### src/rtl/riscv_types.sv
// riscv_types: shared execute/writeback types for the FP result path
package riscv_types;
  typedef struct packed {
    logic [4:0] rd_addr;
    logic [2:0] rob_id;
    logic       rd_wb;
    logic       fp_dest;
  } exe_p_mux_bus_type;
  typedef struct packed {
    logic [31:0]       result;
    exe_p_mux_bus_type signals;
    logic [4:0]        fflags;
  } fp_wb_entry_t;
  localparam int FFLAG_NV = 4;
  localparam int FFLAG_DZ = 3;
  localparam int FFLAG_OF = 2;
  localparam int FFLAG_UF = 1;
  localparam int FFLAG_NX = 0;
endpackage

### src/rtl/fp_wb_fifo.sv
// fp_wb_fifo: per-source circular result buffer with combinational head
module fp_wb_fifo
  import riscv_types::*;
#(
  parameter int DEPTH = 2
) (
  input  logic                     clk,
  input  logic                     reset_n,
  input  logic                     flush,
  input  logic                     push,
  input  logic                     pop,
  input  fp_wb_entry_t             din,
  output logic [$clog2(DEPTH):0]   count,
  output logic                     full,
  output logic                     empty,
  output fp_wb_entry_t             head
);
  localparam int AW = $clog2(DEPTH);
  fp_wb_entry_t mem [DEPTH];
  logic [AW-1:0] rptr, wptr;
  logic do_push, do_pop;
  assign full = count == (AW+1)'(DEPTH);
  assign empty = count == '0;
  assign do_push = push && !full;
  assign do_pop = pop && !empty;
  assign head = mem[rptr];
  always_ff @(posedge clk) begin
    if (!reset_n || flush) begin
      count <= '0;
      rptr <= '0;
      wptr <= '0;
    end else begin
      if (do_push) wptr <= wptr + AW'(1);
      if (do_pop) rptr <= rptr + AW'(1);
      count <= count + (AW+1)'(do_push) - (AW+1)'(do_pop);
    end
  end
  always_ff @(posedge clk) if (do_push) mem[wptr] <= din;
endmodule

### src/rtl/fp_wb_arbiter.sv
// fp_wb_arbiter: round-robin serialiser of FP unit results onto one writeback port
module fp_wb_arbiter
  import riscv_types::*;
#(
  parameter int NUM_UNITS  = 4,
  parameter int FIFO_DEPTH = 2
) (
  input  logic                         clk,
  input  logic                         reset_n,
  input  logic                         flush,
  input  logic [NUM_UNITS-1:0]         unit_valid,
  input  logic [31:0]                  unit_result [NUM_UNITS],
  input  exe_p_mux_bus_type            unit_signals [NUM_UNITS],
  input  logic [4:0]                   unit_fflags [NUM_UNITS],
  output logic [NUM_UNITS-1:0]         unit_en,
  output logic                         wb_valid,
  input  logic                         wb_ready,
  output logic [31:0]                  wb_result,
  output exe_p_mux_bus_type            wb_signals,
  output logic [4:0]                   wb_fflags,
  output logic [$clog2(NUM_UNITS)-1:0] wb_src
);
  localparam int SW = $clog2(NUM_UNITS);
  localparam int CW = $clog2(FIFO_DEPTH) + 1;
  logic [NUM_UNITS-1:0] full, empty, push, pop, nz;
  logic [CW-1:0] count [NUM_UNITS];
  fp_wb_entry_t head [NUM_UNITS];
  fp_wb_entry_t din [NUM_UNITS];
  logic [SW-1:0] rr_ptr, lock_src, rr_sel, grant;
  logic lock;
  for (genvar i = 0; i < NUM_UNITS; i++) begin : g_fifo
    assign unit_en[i] = !full[i];
    assign push[i] = unit_valid[i] && unit_en[i];
    assign pop[i] = wb_valid && wb_ready && grant == SW'(i);
    assign nz[i] = count[i] != '0;
    assign din[i] = '{result: unit_result[i], signals: unit_signals[i], fflags: unit_fflags[i]};
    fp_wb_fifo #(.DEPTH(FIFO_DEPTH)) u_fifo (
      .clk(clk),
      .reset_n(reset_n),
      .flush(flush),
      .push(push[i]),
      .pop(pop[i]),
      .din(din[i]),
      .count(count[i]),
      .full(full[i]),
      .empty(empty[i]),
      .head(head[i])
    );
  end
  // descending scan so the nearest non-empty source above rr_ptr wins
  always_comb begin
    rr_sel = '0;
    for (int j = NUM_UNITS - 1; j >= 0; j--)
      if (!empty[(int'(rr_ptr) + j) % NUM_UNITS]) rr_sel = SW'((int'(rr_ptr) + j) % NUM_UNITS);
  end
  assign grant = lock ? lock_src : rr_sel;
  assign wb_valid = |nz;
  assign wb_result = wb_valid ? head[grant].result : '0;
  assign wb_signals = wb_valid ? head[grant].signals : '0;
  assign wb_fflags = wb_valid ? head[grant].fflags : '0;
  assign wb_src = wb_valid ? grant : '0;
  always_ff @(posedge clk) begin
    if (!reset_n || flush) begin
      rr_ptr <= '0;
      lock <= 1'b0;
      lock_src <= '0;
    end else if (wb_valid && wb_ready) begin
      rr_ptr <= grant == SW'(NUM_UNITS - 1) ? '0 : grant + SW'(1);
      lock <= 1'b0;
    end else if (wb_valid) begin
      lock <= 1'b1;
      lock_src <= grant;
    end
  end
endmodule

### config.mk
export PLATFORM = sky130hd
export DESIGN_NAME = fp_wb_arbiter
export DESIGN_NICKNAME = d
export VERILOG_FILES = /design/src/rtl/riscv_types.sv /design/src/rtl/fp_wb_fifo.sv /design/src/rtl/fp_wb_arbiter.sv
export SDC_FILE = /design/constraint.sdc
export NUM_CORES = 1
export LEC_CHECK = 0
export BUFFER_PORTS_ARGS = -buffer_cell sky130_fd_sc_hd__buf_4
export CORE_ASPECT_RATIO = 0.6
export CORE_MARGIN = 3
export CORE_UTILIZATION = 55
export DETAILED_ROUTE_END_ITERATION = 8
export HOLD_SLACK_MARGIN = 0.08
export PLACE_DENSITY = 0.78
export REMOVE_ABC_BUFFERS = 1
export SETUP_SLACK_MARGIN = 0.02
export SLEW_MARGIN = 20
export SYNTH_ARGS = -nofsm -noshare
export SYNTH_HDL_FRONTEND = slang
export SYNTH_SLANG_ARGS = --single-unit
### constraint.sdc
create_clock -name clk -period 8.9 [get_ports clk]
set_input_delay 1.78 -clock clk [delete_from_list [all_inputs] [get_ports clk]]
set_output_delay 1.78 -clock clk [all_outputs]
set_load 0.005 [all_outputs]
Word level (Yosys, flattened, before mapping)

Memory sizes are Yosys's and may differ from the RTL's. A register that Yosys moved wholly into a read port is not among the register bits.
Cells that the tools add are included.

Flip-flop bits (word level): 21
Input port bits: 196
Memories kept: 4
Bits in writable memories: 376

Memory list:

| name                 | words | width | rd ports | clocked after memory_dff | wr ports | line             | text |
|---|---|---|---|---|---|---|---|
| g_fifo[0].u_fifo.mem | 2     | 47    | 1        | 1                        | 1        | fp_wb_fifo.sv:19 | `fp_wb_entry_t mem [DEPTH];` |
| g_fifo[1].u_fifo.mem | 2     | 47    | 1        | 1                        | 1        | fp_wb_fifo.sv:19 |  |
| g_fifo[2].u_fifo.mem | 2     | 47    | 1        | 1                        | 1        | fp_wb_fifo.sv:19 |  |
| g_fifo[3].u_fifo.mem | 2     | 47    | 1        | 1                        | 1        | fp_wb_fifo.sv:19 |  |

$lt $le $gt $ge: 5
Muxes and demuxes: 40
Reduce and logical (&&, ||, !) cells: 42
Eq/ne operators: 7
Bitwise gates (word level): 5
$add $sub $neg: 20

Operators by type and width:

| cell                                                                  | count |
|---|---|
| 47-bit binary-select mux with 2-bit select                            | 1 |
| 47-bit two-way mux                                                    | 2 |
| 32-bit two-way mux                                                    | 1 |
| 1-bit two-way mux                                                     | 23 |
| 1-bit logical AND                                                     | 17 |
| 2-bit two-way mux                                                     | 7 |
| 2-bit equality test (second input constant)                           | 6 |
| 3-bit by 4-bit < comparator with 1-bit output (second input constant) | 3 |
| 2-bit zero test                                                       | 5 |
| 10-bit two-way mux                                                    | 1 |
| 1-bit zero test                                                       | 9 |
| 1-bit adder (second input constant)                                   | 8 |
| 2-bit by 1-bit adder with 2-bit output                                | 4 |
| 1-bit binary-select mux with 2-bit select                             | 4 |
| 2-bit nonzero test                                                    | 4 |
| 2-bit OR reduction                                                    | 4 |
| 2-bit by 1-bit subtractor with 2-bit output                           | 4 |
| 5-bit two-way mux                                                     | 1 |
| 2-bit by 1-bit adder with 2-bit output (second input constant)        | 2 |
| 2-bit adder (second input constant)                                   | 2 |
| 4-bit OR reduction                                                    | 1 |
| 1-bit bitwise AND (first input constant)                              | 3 |
| 3-bit >= comparator (second input constant)                           | 1 |
| 2-bit by 3-bit < comparator with 1-bit output (second input constant) | 1 |
| other kinds (5)                                                       | 5 |

Logic depth before layout (Yosys ltp)

Gate-level depths: netlist of run 1.

Depth after elaboration: 16
Gate-level depth with buffers: 16
Mapped depth without buffers: 13

By module

Synthesis of run 1 repeated with hierarchy kept, for this count alone.

Cell total of the unflattened synthesis: 976
Area total of the unflattened synthesis: 16,422.0 µm²

Modules (own cells, without submodules):

| module        | cells each | times used | area an instance (µm²) |
|---|---|---|---|
| fp_wb_fifo    | 175        | 4          | 3,638.5 |
| fp_wb_arbiter | 276        | 1          | 1,868.0 |

Least setup slack after synthesis of run 1

No wires, ideal clock.

Path type: input -> register
From: input port unit_valid[2]
To: memory g_fifo[2].u_fifo.mem[0][0] (netlist name), enable pin
Slack: 4.608 ns
Stages on the path: 2
Arrival: 3.841 ns
Library setup time: 0.452 ns
Cells stage by stage: nand2_1 -> nor2_1

Word-level cells in the longest chain between the ends: 4

RTL lines:

| item                                    | line                | text |
|---|---|---|
| start: declaration                      | fp_wb_arbiter.sv:11 | `input logic [NUM_UNITS-1:0] unit_valid,` |
| 1-bit logical AND                       | fp_wb_arbiter.sv:33 | `assign push[i] = unit_valid[i] && unit_en[i];` |
| 1-bit logical AND                       | fp_wb_fifo.sv:24    | `assign do_push = push && !full;` |
| 1-bit two-way mux                       | fp_wb_fifo.sv:38    | `always_ff @(posedge clk) if (do_push) mem[wptr] <= din;` |
| 1-bit two-way mux (implied by the code) | fp_wb_fifo.sv:38    |  |
| end: declaration                        | fp_wb_fifo.sv:19    |  |

No other way between the ends.

Worst setup path in the final report of run 1

From: register rr_ptr[1]
To: output port wb_fflags[3]

Word-level cells in the longest chain between the ends: 14
Elaborated cells between the ends (all ways): 24

RTL lines:

| item                                                    | line                | text |
|---|---|---|
| start: declaration                                      | fp_wb_arbiter.sv:29 | `logic [SW-1:0] rr_ptr, lock_src, rr_sel, grant;` |
| start signal: assignment                                | fp_wb_arbiter.sv:68 | `rr_ptr <= grant == SW'(NUM_UNITS - 1) ? '0 : grant + SW'(1);` |
| 2-bit adder                                             | fp_wb_arbiter.sv:54 | `if (!empty[(int'(rr_ptr) + j) % NUM_UNITS]) rr_sel = SW'((int'(rr_ptr) + j) % NUM_UNITS);` |
| 1-bit binary-select mux with 2-bit select               | fp_wb_arbiter.sv:54 |  |
| 1-bit two-way mux (implied by the code) (2 in a row)    | fp_wb_arbiter.sv:54 |  |
| 2-bit two-way mux (3 in a row)                          | fp_wb_arbiter.sv:54 |  |
| 2-bit two-way mux *                                     | fp_wb_arbiter.sv:54 |  |
| 2-bit two-way mux *                                     | fp_wb_arbiter.sv:56 | `assign grant = lock ? lock_src : rr_sel;` |
| 2-bit NOT with 3-bit output (implied by the code) *     | fp_wb_arbiter.sv:60 | `assign wb_fflags = wb_valid ? head[grant].fflags : '0;` |
| 47-bit binary-select mux with 2-bit select *            | fp_wb_arbiter.sv:60 |  |
| 47-bit two-way mux (implied by the code) * (2 in a row) | fp_wb_arbiter.sv:60 |  |
| 5-bit two-way mux *                                     | fp_wb_arbiter.sv:60 |  |
| end: declaration                                        | fp_wb_arbiter.sv:20 | `output logic [4:0] wb_fflags,` |

Every way passes the cells marked *; elsewhere a longest branch is shown, timed or not. The select of a mux whose other input is x is not followed.

==> impl_metrics.tcl, run 1 <==
set metrics [dict create \
    finalWorstPathRequiredPeriod_ns 6.01 \
    ctsHoldBuffers 0 \
    antenna_found_initial 3 \
    max_stage_delay_ns 0.62 \
    slew-limit-headroom 0.291 \
    clock.fmax_mhz 166 \
    syn_avg_cell_area_um2 15.9 \
    initial_utilization 0.565 \
    post-route-period-util 0.676 \
    top_layer "met5" \
    hold_viol 0 \
    grt_overflow 0 \
    fill_cells 1960 \
    rr_startpoint "rr_ptr[1]$_SDFFE_PP0P_" \
    ys_ff_latch 401 \
    dp_cells 1623 \
    clkLatencyLatePin_ns 0.53 \
    status "completed" \
    met1_length_um 17700 \
    worstPathMaxFanout 51 \
    ff2ff_setup_slack_ns 4.88 \
    ys_seq_area_frac 0.718 \
    crit_type "flop to primary output" \
    min_from "g_fifo[2].u_fifo.rptr$_SDFFE_PP0P_" \
    fin_tns_setup_ns 0 \
    finalSetupViolCount 0 \
    arrival_ns 4.23 \
    rsz0062_at_grt "no" \
    first_pass_iters 5 \
    ios 250 \
    drcViolationCount 0 \
    startpoint_type "flop" \
    cp_slowest_cell "dfxtp_1" \
    finalWirelength_um 41400 \
    synthCells 1032 \
    cts-resized-gates 0 \
    final_cell_mix "edfxtp_1, buf_4, nor2b_1" \
    grt_pass1_vias 10000 \
    max_cap_violations 0 \
    stdcell_count 1694 \
    whs_path_depth 2 \
    seqCellArea_um2 11800 \
    path_clk_slew_ns 0.06 \
    gp_congestion 0.864 \
    power_leakage_nw 6.93 \
    crit_family "buffers and inverters" \
    r2r_cells 13 \
    final.setup.worst_slack_ns 2.89 \
    crit_path_frequent_cell "buf_4" \
    die_area_um2 32000 \
    tightest_slew_ns 1.06 \
    drive_gt1_frac 0.322 \
    endpoint_kind "primary output" \
    critPathBufInv 3 \
    die_w_um 229 \
    viasPerCell 5.94 \
    clock_sinks 401 \
    dp_hpwl_um 25500 \
    wl_met3_um 4060 \
    ant_nets 0 \
    cts_buffer_depth 3 \
    rows 48 \
    fp.coreArea_um2 29100 \
    path_cells "o21ai_0 -> nand4_1 -> nand3_4 -> nor2_4 -> clkinv_2 -> buf_4 -> a211oi_1 -> o32ai_2 -> buf_4" \
    finClkSkew_ns 0.0188 \
    multi_input_area_um2 4290 \
    final_nets 1469 \
    cp_data_required_time_ns 7.12 \
    cts_max_level 2 \
    hold_class "flop to flop" \
    cts_setup_buffers 0 \
    grt_max_degree 94 \
    die_h_um 140 \
    syn2layout_area_growth_pct 21.3 \
    wl_per_cell_um 24.4 \
    port_buffers 249 \
    grt_pass1_wl_um 61200 \
    tritoncts "built" \
    vias 10100 \
    grtUsageTotal 0.254 \
    final_common_cell "edfxtp_1" \
    power_density_nw_per_um2 225 \
    total_power_mw 4.49 \
    report.final.slew_viol_count 0 \
    root_buffer "clkbuf_16" \
    r2r_end "g_fifo[3].u_fifo.count[1]$_SDFF_PP0_" \
    ir_drop_uv 161 \
    synthDistinctLibCells 45 \
    dp_slack_ns 3.04 \
    wl_met2_um 18900 \
    ys.warnings.count 0 \
    netlist_area_um2 16400 \
    drt-initial-drc-count 853 \
    cts_buffers 38 \
]
==> registers in the layout, indices dropped and copies added (netlist names), named ones only <==
register	cells
g_fifo.u_fifo.count	8
g_fifo.u_fifo.mem	376
rr_ptr	2
g_fifo.u_fifo.wptr	4
lock_src	2
lock	1
g_fifo.u_fifo.rptr	4
==> cell families after synthesis <==
group | synth area share
and+or+nand+nor | 0.0603
DFF | 0.718
AOI/OAI and AO/OA | 0.118
xor gates and xnor gates | 0.00693
muxes | 0.0651
buffers and inverters | 0.0251
adders and majority gates | 0.00686
==> worst min-delay path: stages (launching register included) <==
cell     delay, ns
dfxtp_1       0.31
nand2_1       0.07
mux2i_1       0.06
==> power breakdown <==
| group | switching [mW] | internal [mW] |
|---|---|---|
| combinational | 0.354 | 0.285 |
| sequential | 0.0274 | 2.16 |
| clock | 0.669 | 0.993 |
| total | 1.05 | 3.44 |
==> cells in the mapped netlist, drive strengths merged <==
master / count / area share
nor2b: 97 / 0.037
buf: 21 / 0.010
nor3: 3 / 0.0012
xor2: 8 / 0.0043
mux2: 47 / 0.032
nand2: 17 / 0.0040
and3: 6 / 0.0023
or4: 1 / 0.00046
nor2: 24 / 0.0056
nand3: 3 / 0.00091
o21bai: 1 / 0.00046
o21ai: 97 / 0.030
a311oi: 1 / 0.00091
mux2i: 54 / 0.033
a32oi: 1 / 0.0017
o2111ai: 1 / 0.00053
nor3b: 2 / 0.0019
clkbuf: 50 / 0.011
nand2b: 7 / 0.0027
edfxtp: 376 / 0.69
o22ai: 1 / 0.00038
or2: 5 / 0.0019
o32ai: 47 / 0.038
a21oi: 6 / 0.0021
nand4: 1 / 0.00038
ha: 9 / 0.0069
inv: 15 / 0.0034
and2: 5 / 0.0019
xnor2: 5 / 0.0027
a211oi: 95 / 0.043
a311o: 1 / 0.00061
dfxtp: 25 / 0.030
==> stage by stage <==
stage	util	hold slack, ns	cell area (um^2)
final	0.685	0.468	19900
after floorplan	-	0.452	16100
after global placement	0.640	0.444	18600
after detailed placement	0.640	0.470	18600
after global routing	0.685	0.503	19900
after CTS	0.684	0.474	19900
==> routing by layer <==
layer	GRT usage	up-vias
li1	-	4504
met1	0.364	5002
met2	0.393	487
met3	0.0751	61
met4	0.0495	6
met5	0	-
==> cell type report <==
type / instances / share of cell area
Timing Repair Buffer: 263 / 0.0997
Multi-Input combinational cell: 545 / 0.216
Antenna cell: 1 / 0.000126
Clock buffer: 52 / 0.0541
Clock inverter: 17 / 0.0102
Inverter: 15 / 0.00289
Tap cell: 400 / 0.0251
Sequential cell: 401 / 0.592
==> worst max-delay path by stage <==
stage / slack, ns / cells after the start / endpoint / start
6_report: 2.89 / 9 / wb_fflags[3] / rr_ptr[1]$_SDFFE_PP0P_
5_1_grt: 2.55 / 9 / wb_fflags[3] / rr_ptr[1]$_SDFFE_PP0P_
4_1_cts: 2.39 / 9 / wb_fflags[3] / rr_ptr[1]$_SDFFE_PP0P_
3_5_place_dp: 3.04 / 9 / wb_fflags[3] / rr_ptr[1]$_SDFFE_PP0P_
3_3_place_gp: 3.16 / 9 / wb_fflags[3] / rr_ptr[1]$_SDFFE_PP0P_
2_1_floorplan: 3.08 / 7 / wb_fflags[3] / rr_ptr[1]$_SDFFE_PP0P_
No activity file was read; power rests on OpenSTA's default activity.
==> inputs of run 2 (changes only) <==
--- a/config.mk
+++ b/config.mk
@@ -8,10 +8,10 @@
 export BUFFER_PORTS_ARGS = -buffer_cell sky130_fd_sc_hd__buf_4
 export CORE_ASPECT_RATIO = 0.6
 export CORE_MARGIN = 3
-export CORE_UTILIZATION = 55
+export CORE_UTILIZATION = 51
 export DETAILED_ROUTE_END_ITERATION = 8
 export HOLD_SLACK_MARGIN = 0.08
-export PLACE_DENSITY = 0.78
+export PLACE_DENSITY = 0.76
 export REMOVE_ABC_BUFFERS = 1
 export SETUP_SLACK_MARGIN = 0.02
 export SLEW_MARGIN = 20
==> constraint.sdc (replaced) <==
create_clock -name clk -period 5.3 [get_ports clk]
set_input_delay 1.06 -clock clk [delete_from_list [all_inputs] [get_ports clk]]
set_output_delay 1.06 -clock clk [all_outputs]
set_load 0.005 [all_outputs]
==> run 2 against run 1 <==
  * Critical path depth is the same
  * Largest power group unchanged
  * Clock skew shrank 0.0055 ns
  * Core utilization shrank 5.3 points
  * Hold slack gained 0.00080 ns
==> impl_metrics.tcl, run 2 (synthesis results as in run 1) <==
set metrics [dict create \
    status "completed" \
    finalSetupViolCount 0 \
    vias 10000 \
    clkLatencyLatePin_ns 0.53 \
    power_leakage_nw 6.92 \
    die_area_um2 34500 \
    sw_frac_of_total 0.241 \
    hold_class "flop to flop" \
    ios 250 \
    syn2layout_area_growth_pct 21.2 \
    post-route-period-util 0.849 \
    cp_data_required_time_ns 4.24 \
    grt_max_degree 94 \
    top_register "g_fifo.u_fifo.mem" \
    gp_congestion 0.879 \
    cts_buffers 38 \
    critPathBufInv 3 \
    root_buffer "clkbuf_16" \
    port_buffers 249 \
    initial_utilization 0.522 \
    clock_sinks 401 \
    grtUsageTotal 0.237 \
    arrival_ns 3.44 \
    ant_nets 0 \
    total_power_mw 7.29 \
    startpoint "rr_ptr[1]$_SDFFE_PP0P_" \
    p_seq_frac 0.504 \
    finClkSkew_ns 0.0134 \
    final_common_cell "edfxtp_1" \
    startpoint_type "flop" \
    tightest_slew_ns 0.983 \
    path_cells "o21ai_0 -> nand4_1 -> nand3_2 -> nor2_4 -> clkinv_2 -> buf_12 -> o21ai_0 -> o32ai_2 -> buf_4" \
    finalWirelength_um 40900 \
    rows 50 \
    clock.fmax_mhz 222 \
    min_from "g_fifo[1].u_fifo.rptr$_SDFFE_PP0P_" \
    ir_drop_uv 195 \
    fp.coreArea_um2 31500 \
    crit_path_frequent_cell "o21ai_0" \
    worstPathMaxFanout 36 \
    max_cap_violations 0 \
    crit_type "flop to primary output" \
    slew-limit-headroom 0.345 \
    drt-initial-drc-count 813 \
    cts-resized-gates 0 \
    tritoncts "built" \
    p_int_mw 5.53 \
    drcViolationCount 0 \
    largest_reg_flops 376 \
    power_density_nw_per_um2 366 \
    grt_overflow 0 \
    power_frac_comb 0.151 \
    cts_buffer_depth 3 \
    drive_gt1_frac 0.322 \
    reg_top3 "g_fifo.u_fifo.mem x376, g_fifo.u_fifo.count x8" \
    endpoint_kind "primary output" \
    finalWorstPathRequiredPeriod_ns 4.50 \
    crit_family "buffers and inverters" \
    p_switching_mw 1.76 \
    dp_hpwl_um 25300 \
    max_stage_delay_ns 0.61 \
    final_cell_mix "edfxtp_1, buf_4, nor2b_1" \
    p_clk_frac 0.345 \
    cts_max_level 2 \
    ctsHoldBuffers 0 \
    die_h_um 145 \
    cp_slowest_cell "dfxtp_1" \
    rsz0062_at_grt "no" \
    first_pass_iters 5 \
    cts_setup_buffers 0 \
    hold_viol 0 \
    report.final.slew_viol_count 0 \
    grt_pass1_vias 10100 \
    grt_pass1_wl_um 61400 \
    wl_per_cell_um 23.9 \
    path_clk_slew_ns 0.06 \
    final_nets 1473 \
    die_w_um 238 \
    fin_tns_setup_ns 0 \
    viasPerCell 5.88 \
    antenna_found_initial 4 \
    rr_startpoint "rr_ptr[1]$_SDFFE_PP0P_" \
]
run 2: metrics by stage:
stage          std cells  worst slack [ns]  hold slack, ns   util  cell area (um^2)
6_report            1709             0.799           0.468  0.633             19900
2_1_floorplan        961             0.205           0.452      -             16100
3_5_place_dp        1641              1.36           0.462  0.595             18700
4_1_cts             1704             0.737           0.472  0.630             19800
3_3_place_gp        1639              1.40           0.448  0.593             18700
5_1_grt             1709             0.601           0.500  0.633             19900
run 2: power groups by stage:
stage          combinational, mW  sequential, mW  clock [mW]
6_report                    1.10            3.68        2.52
5_1_grt                     1.18            3.69        2.69
4_1_cts                     1.10            3.68        2.56
3_5_place_dp                1.09            3.75           0
3_3_place_gp                1.06            3.74           0
2_1_floorplan              0.534            3.74           0
run 2: layer usage:
metal	share of wire	wire [um]	track usage	vias to the layer above
li1	-	-	-	4499
met1	0.44	18000	0.346	5076
met2	0.45	18600	0.364	400
met3	0.086	3500	0.0515	65
met4	0.019	784	0.0614	4
met5	0.00081	33	0	-
run 2: worst min-delay path, delay by kind of cell (launching register included):
family / cells / cell delay [ns]
multiplexers: 1 / 0.06
AND/OR/NAND/NOR: 1 / 0.07
flip-flops: 1 / 0.30
run 2: area by class of cell:
| cell class | instances | area, um^2 |
|---|---|---|
| flip-flops and latches | 401 | 11800 |
| clock inverters | 13 | 60.1 |
| clock buffers | 50 | 1060 |
| multi-input cells | 545 | 4290 |
| repair buffers | 267 | 2110 |
| well taps | 416 | 520 |
| inverters | 15 | 57.6 |
| fillers | 2307 | 11600 |
| diodes | 2 | 5.00 |
run 2: worst paths after layout:
check             cells after the start                              endpoint  slack (ns)
setup / recovery                      9                         wb_result[10]        0.80
hold / removal                        2                                  flop        0.47
setup reg to reg                     14  g_fifo[3].u_fifo.count[1]$_SDFF_PP0_        1.77
hold reg to reg                       2                                  flop        0.47
